File: src/rtl/pipeline_hazard_sequencer.sv
// Stall/flush/PC-write sequencer for the 5-stage in-order core, with post-reset hold, load-use watchdog and perf counters.
// Latency: stall/flush/PC controls are combinational (0 cycles); state, watchdog and counters update on the next edge.
// Backpressure: dmemBusy freezes the whole pipe, imemBusy stalls fetch only; a redirect during a freeze waits in EX until the exit cycle.
module pipeline_hazard_sequencer #(
    parameter int RESET_HOLD_CYCLES = 4,
    parameter int HAZARD_TIMEOUT    = 3,
    parameter int COUNT_WIDTH       = 32
) (
    input  logic                   clk,
    input  logic                   rst,
    input  logic                   isDataHazard,
    input  logic                   branchTaken,
    input  logic                   dmemBusy,
    input  logic                   imemBusy,
    output logic                   ifStall,
    output logic                   idStall,
    output logic                   exStall,
    output logic                   memStall,
    output logic                   idFlush,
    output logic                   exFlush,
    output logic                   memFlush,
    output logic                   pcWriteEnable,
    output logic                   pcLoadTarget,
    output logic                   running,
    output logic                   hazardTimeout,
    output logic [COUNT_WIDTH-1:0] hazardStallCount,
    output logic [COUNT_WIDTH-1:0] flushCount,
    output logic [COUNT_WIDTH-1:0] memWaitCount
);

    localparam int HOLD_W = (RESET_HOLD_CYCLES > 1) ? $clog2(RESET_HOLD_CYCLES) : 1;
    localparam int WD_W   = $clog2(HAZARD_TIMEOUT + 1);
    localparam logic [HOLD_W-1:0] HOLD_LAST = HOLD_W'(RESET_HOLD_CYCLES - 1);
    localparam logic [WD_W-1:0]   WD_MAX    = WD_W'(HAZARD_TIMEOUT);

    typedef enum logic [1:0] {
        S_RESET_HOLD = 2'd0,
        S_RUN        = 2'd1,
        S_MEM_WAIT   = 2'd2
    } state_t;

    state_t                 state_q, state_d;
    logic [HOLD_W-1:0]      hold_q, hold_d;
    logic [WD_W-1:0]        wd_q, wd_d;
    logic                   timeout_q, timeout_d;
    logic [COUNT_WIDTH-1:0] haz_cnt_q, haz_cnt_d;
    logic [COUNT_WIDTH-1:0] flush_cnt_q, flush_cnt_d;
    logic [COUNT_WIDTH-1:0] mw_cnt_q, mw_cnt_d;

    logic active;
    logic freeze;
    logic redirect;
    logic load_use;
    logic fetch_wait;

    // Priority decode: freeze > redirect > load-use > fetch wait; rst or hold forces the frozen pattern
    always_comb begin
        active     = !rst && (state_q != S_RESET_HOLD);
        freeze     = active && dmemBusy;
        redirect   = active && !dmemBusy && branchTaken;
        load_use   = active && !dmemBusy && !branchTaken && isDataHazard;
        fetch_wait = active && !dmemBusy && !branchTaken && !isDataHazard && imemBusy;

        ifStall       = 1'b0;
        idStall       = 1'b0;
        exStall       = 1'b0;
        memStall      = 1'b0;
        idFlush       = 1'b0;
        exFlush       = 1'b0;
        memFlush      = 1'b0;
        pcWriteEnable = 1'b0;
        pcLoadTarget  = 1'b0;
        running       = active;

        if (!active) begin
            {ifStall, idStall, exStall, memStall} = 4'b1111;
            {idFlush, exFlush, memFlush}          = 3'b111;
        end else if (freeze) begin
            {ifStall, idStall, exStall, memStall} = 4'b1111;
            memFlush = 1'b1;
        end else if (redirect) begin
            idFlush       = 1'b1;
            exFlush       = 1'b1;
            pcWriteEnable = 1'b1;
            pcLoadTarget  = 1'b1;
        end else if (load_use) begin
            ifStall = 1'b1;
            idStall = 1'b1;
            exFlush = 1'b1;
        end else if (fetch_wait) begin
            ifStall = 1'b1;
            idFlush = 1'b1;
        end else begin
            pcWriteEnable = 1'b1;
        end
    end

    // Next state, hold counter, watchdog and saturating counters
    always_comb begin
        state_d = state_q;
        hold_d  = hold_q;
        case (state_q)
            S_RESET_HOLD: begin
                if (hold_q == HOLD_LAST) begin
                    state_d = S_RUN;
                    hold_d  = '0;
                end else begin
                    hold_d = hold_q + HOLD_W'(1);
                end
            end
            S_RUN, S_MEM_WAIT: state_d = dmemBusy ? S_MEM_WAIT : S_RUN;
            default:           state_d = S_RESET_HOLD;
        endcase

        // only unbroken runs of load-use cycles advance the watchdog
        if (load_use) begin
            wd_d = (wd_q == WD_MAX) ? wd_q : wd_q + WD_W'(1);
        end else begin
            wd_d = '0;
        end
        timeout_d = timeout_q || (wd_d == WD_MAX);

        haz_cnt_d   = (load_use && haz_cnt_q   != '1) ? haz_cnt_q   + COUNT_WIDTH'(1) : haz_cnt_q;
        flush_cnt_d = (redirect && flush_cnt_q != '1) ? flush_cnt_q + COUNT_WIDTH'(1) : flush_cnt_q;
        mw_cnt_d    = (freeze   && mw_cnt_q    != '1) ? mw_cnt_q    + COUNT_WIDTH'(1) : mw_cnt_q;
    end

    // Register update with synchronous reset
    always_ff @(posedge clk) begin
        if (rst) begin
            state_q     <= S_RESET_HOLD;
            hold_q      <= '0;
            wd_q        <= '0;
            timeout_q   <= 1'b0;
            haz_cnt_q   <= '0;
            flush_cnt_q <= '0;
            mw_cnt_q    <= '0;
        end else begin
            state_q     <= state_d;
            hold_q      <= hold_d;
            wd_q        <= wd_d;
            timeout_q   <= timeout_d;
            haz_cnt_q   <= haz_cnt_d;
            flush_cnt_q <= flush_cnt_d;
            mw_cnt_q    <= mw_cnt_d;
        end
    end

    assign hazardTimeout    = timeout_q;
    assign hazardStallCount = haz_cnt_q;
    assign flushCount       = flush_cnt_q;
    assign memWaitCount     = mw_cnt_q;

endmodule

File: config.mk
export PLATFORM = sky130hd
export DESIGN_NAME = pipeline_hazard_sequencer
export DESIGN_NICKNAME = d
export VERILOG_FILES = /design/src/rtl/pipeline_hazard_sequencer.sv
export SDC_FILE = /design/constraint.sdc
export NUM_CORES = 1
export LEC_CHECK = 0
export ABC_CLOCK_PERIOD_IN_PS = 2850
export BUFFER_PORTS_ARGS = -buffer_cell sky130_fd_sc_hd__buf_2
export CAP_MARGIN = 25
export CORE_MARGIN = 1
export CORE_UTILIZATION = 50
export CTS_CLUSTER_DIAMETER = 100
export CTS_CLUSTER_SIZE = 25
export DETAILED_ROUTE_END_ITERATION = 10
export GPL_ROUTABILITY_DRIVEN = 0
export PLACE_DENSITY = 0.77
export SLEW_MARGIN = 20
export SYNTH_ARGS = -nofsm -noshare
export SYNTH_HDL_FRONTEND = slang
export SYNTH_SLANG_ARGS = --single-unit
File: constraint.sdc
create_clock -name clk -period 2.85 [get_ports clk]
set_input_delay 0.1425 -clock clk [delete_from_list [all_inputs] [get_ports clk]]
set_output_delay 0.1425 -clock clk [all_outputs]
set_load 0.05 [all_outputs]
==> results.txt <==
The post-synthesis sequential area ratio came out at 0.378. At the pin with the least slew margin, the transition time is between 0.6 and 0.7 ns. The global route total overflow came out at 0. The most used flip-flop cell after synthesis is sky130_fd_sc_hd__dfxtp_1. The global routing usage summed across all routing layers is 0.249. In this run the worst hold path is classified as in -> reg. The floorplan step defined a die boundary enclosing between 10000 and 15000 sq um. The number of nets in the layout came out at 794. The area growth from synthesis to layout is 18.4%. The share of the synthesized area in the top cell type came out at 0.378. The half-perimeter wire length of the detailed placement result came out at 10000 um. The vertical extent of the die is 106 um. Setup violations remaining at the end of the flow were counted as 0.

The endpoint type of the worst setup path is a flip-flop. The detail-routed via count per cell came out at 6.10. The number of placement rows came out at 37. The endpoint required time on the critical path is 3.12 ns. The post-place instance area came out at 6180 sq um. The post-route minimum period is 2.70 ns. The number of antenna violations at the first check in global routing came out at 0. The vias after detailed routing is roughly 5.6k.

The average routed wire per standard cell is 15.3 um. The flop and latch count out of synthesis is 103. Of the cells placed in the final design, the portion with a size suffix greater than 1 is 0.229.

The cell count after synthesis came out at between 600 and 700. Yosys attributes the largest share of cell area to sky130_fd_sc_hd__dfxtp_1 38%, sky130_fd_sc_hd__a21oi_1 5.7%, sky130_fd_sc_hd__or3_1 4.4%. The number of nets in the synthesized netlist is between 600 and 700. The run finished with clean final reports. The number of enable flip-flop cells after synthesis came out at 0. The synthesized design spends more area on one cell type than any other, namely sky130_fd_sc_hd__dfxtp_1. Setup repair after global routing left no endpoint under its margin. The core utilization of the finished layout is 0.618.

In this run the count of I/O pins placed on the die edge is 113. The residual DRC count is 0. The number of DRC violations after detailed-routing iteration 0 is 362.

The critical path is of the reg -> reg type. For this run, the number of Yosys warnings is 0. The biggest fanout along the worst timing path came out at 4. The final-layout setup total negative slack is 0 ns. Wires add up to 14200 um. The detail route stage leaves a number of antenna-violating nets equal to 0. After synthesis, the share of flip-flops with an asynchronous set or reset is 0. On the final layout, the worst clock skew is roughly 0.014 ns. The worst slew slack as a fraction of its limit is 0.552.

The H-tree depth reported by CTS is 3. The insertion delay to the later sink of the worst-skew pair came out at 0.38 ns. The first global-routing pass estimated approximately 23000 um of wire. The number of pins with negative max-slew slack in the final report came out at 0.

The die is between 100 and 150 um wide. The arrival time at the worst endpoint is 2.97 ns. The sink count of the clock tree came out at 103. The initial utilization of the core area, before any placement, comes to 0.522. For this design the static power due to leakage is 2.43 nW.

The first detailed-routing pass ran for 5 iterations. The power density over the cells is 437 nW/um^2. The number of buffers added by the clock tree synthesis step is 9. Entering global routing, the biggest net connects 55 pins. Setup slack on the worst reg-to-reg path comes out at between 0.1 and 0.15 ns. The post-route cell area is ~6500 sq um. The CTS root buffer is sky130_fd_sc_hd__clkbuf_8.

The peak ir drop on the vdd network came out at around 0.24 mV. The highest clock frequency the design can meet came out at ~370 MHz. After synthesis the cells add up to 5460 sq um. The post-synthesis area per instance is ~8 sq um. The synthesized netlist contains 49 unique library cells. The number of diodes is 0. Clock-pin slew was measured on the worst setup and hold paths at 0.10 ns. The number of buffers on the longest clock path is 2. Across the run, the number of max-cap violations was 0. In the finished design, the share of the clock period the worst path needs comes to 0.949.

The via count of the first global-routing pass is just under 5k. The standard cell core area is 10500 sq um. The number of failing hold endpoints at the final stage is 0. The worst setup path is launched from a flip-flop.

The total of buffers placed on input and output ports came out at 112. TritonCTS built the clock tree.
power breakdown:
group / switching (mW) / internal [mW]
clock network: 0.510 / 0.698
registers: 0.00878 / 1.45
logic: 0.109 / 0.0449
sequential cells by signal (all words and copies together), names as in the netlist:
register and count:
flushCount 32, hazardStallCount 32, memWaitCount 32, hold_q 2
state_q 2, wd_q 2, hazardTimeout 1
cell type report:
| class | count | area, sq um |
|---|---|---|
| multi-input combinational | 520 | 3180 |
| clock buffer | 11 | 141 |
| tap | 136 | 170 |
| clock inverter | 5 | 129 |
| inverter | 15 | 56.3 |
| sequential | 103 | 2060 |
| fill | 966 | 4000 |
| timing repair buffer | 133 | 721 |
through the flow:
step	instances	power, mW	hold slack [ns]	worst slack (ns)
after floorplan	680	1.61	0.320	0.0300
after global placement	906	1.64	0.421	0.197
after detailed placement	906	1.64	0.446	0.101
after CTS	922	2.84	0.136	0.0538
after global routing	923	2.92	0.174	0.0273
final	923	2.82	0.153	0.146
path summary, 6_finish.rpt:
check	from	endpoint	cells past startpoint
min reg2reg	wd_q[0]$_SDFF_PP0_	wd_q[0]$_SDFF_PP0_	1
min	dmemBusy	state_q[1]$_SDFFE_PP0P_	3
max	state_q[0]$_SDFFE_PP0P_	hazardStallCount[23]$_SDFFE_PP0P_	7
max reg2reg	state_q[0]$_SDFFE_PP0P_	hazardStallCount[23]$_SDFFE_PP0P_	7
layer usage:
layer	routed length, um	vias up	track usage
met5	0	-	0
met4	204	0	0.104
met3	776	15	0.0349
met2	6760	181	0.415
met1	6410	2683	0.324
li1	-	2749	-
critical path, stage by stage (launching register included):
cell                        delay [ns]
sky130_fd_sc_hd__dfxtp_1          0.38
sky130_fd_sc_hd__inv_1            0.06
sky130_fd_sc_hd__ha_1             0.21
sky130_fd_sc_hd__or4b_1           0.55
sky130_fd_sc_hd__or4_1            0.55
sky130_fd_sc_hd__a2111oi_4        0.36
sky130_fd_sc_hd__nand3_1          0.15
sky130_fd_sc_hd__mux2_1           0.34
layout by cell type, fill, tap and decap left out, types with 5 or more instances in the layout:
cell / netlist / final
sky130_fd_sc_hd__mux2_2: 18 / 18
sky130_fd_sc_hd__buf_2: 3 / 111
sky130_fd_sc_hd__nand4_1: 33 / 33
sky130_fd_sc_hd__nor4_1: 17 / 16
sky130_fd_sc_hd__ha_1: 6 / 6
sky130_fd_sc_hd__nor2_1: 61 / 61
sky130_fd_sc_hd__nor2b_1: 19 / 19
sky130_fd_sc_hd__or3_1: 38 / 38
sky130_fd_sc_hd__clkbuf_8: 0 / 10
sky130_fd_sc_hd__nor3_1: 10 / 8
sky130_fd_sc_hd__nand3_1: 43 / 43
sky130_fd_sc_hd__dfxtp_1: 103 / 103
sky130_fd_sc_hd__o31ai_1: 15 / 15
sky130_fd_sc_hd__buf_4: 2 / 22
sky130_fd_sc_hd__o211ai_1: 5 / 5
sky130_fd_sc_hd__o21ai_0: 44 / 43
sky130_fd_sc_hd__or4_1: 20 / 20
sky130_fd_sc_hd__and3_1: 16 / 16
sky130_fd_sc_hd__xnor2_1: 8 / 8
sky130_fd_sc_hd__nand2_1: 40 / 40
sky130_fd_sc_hd__inv_1: 15 / 15
sky130_fd_sc_hd__a21oi_1: 62 / 62
sky130_fd_sc_hd__and4_1: 12 / 12
synthesized netlist by cell type, drive strengths merged (2+ instances only):
library cell    n
nand4b          2
o41ai           3
buf             9
nand2          40
nor4b           3
dfxtp         103
or2             4
nand3b          3
xor2            2
and4           12
clkbuf         33
nand2b          3
o21ai          44
o311ai          4
nor3           10
ha              6
o31a            4
and3           16
o21a            4
a31o            2
nor4           17
o211ai          5
mux2i           2
a2111oi         2
or3            38
or4            20
nor2           61
xnor2           8
a21oi          62
nand4          33
o31ai          15
a211oi          4
nor2b          19
mux2           21
inv            15
or3b            2
or4b            2
nand3          43
kinds of logic (layout without fill, tap and decap cells):
logic type	Yosys count	after routing	synth area share
flops	103	103	0.378
xor+xnor	10	10	0.0160
buf+inv	57	164	0.0426
fa+ha+maj	6	6	0.0138
mux	23	23	0.0470
compound gates	152	152	0.169
simple gates	329	329	0.334
timing repair:
action | CTS | global route
gates resized for setup | 0 | 2
setup buffers | 0 | 1
setup endpoints to repair | 0 | 11
hold buffers | 0 | 0
No activity file was read; power rests on OpenSTA's default activity.
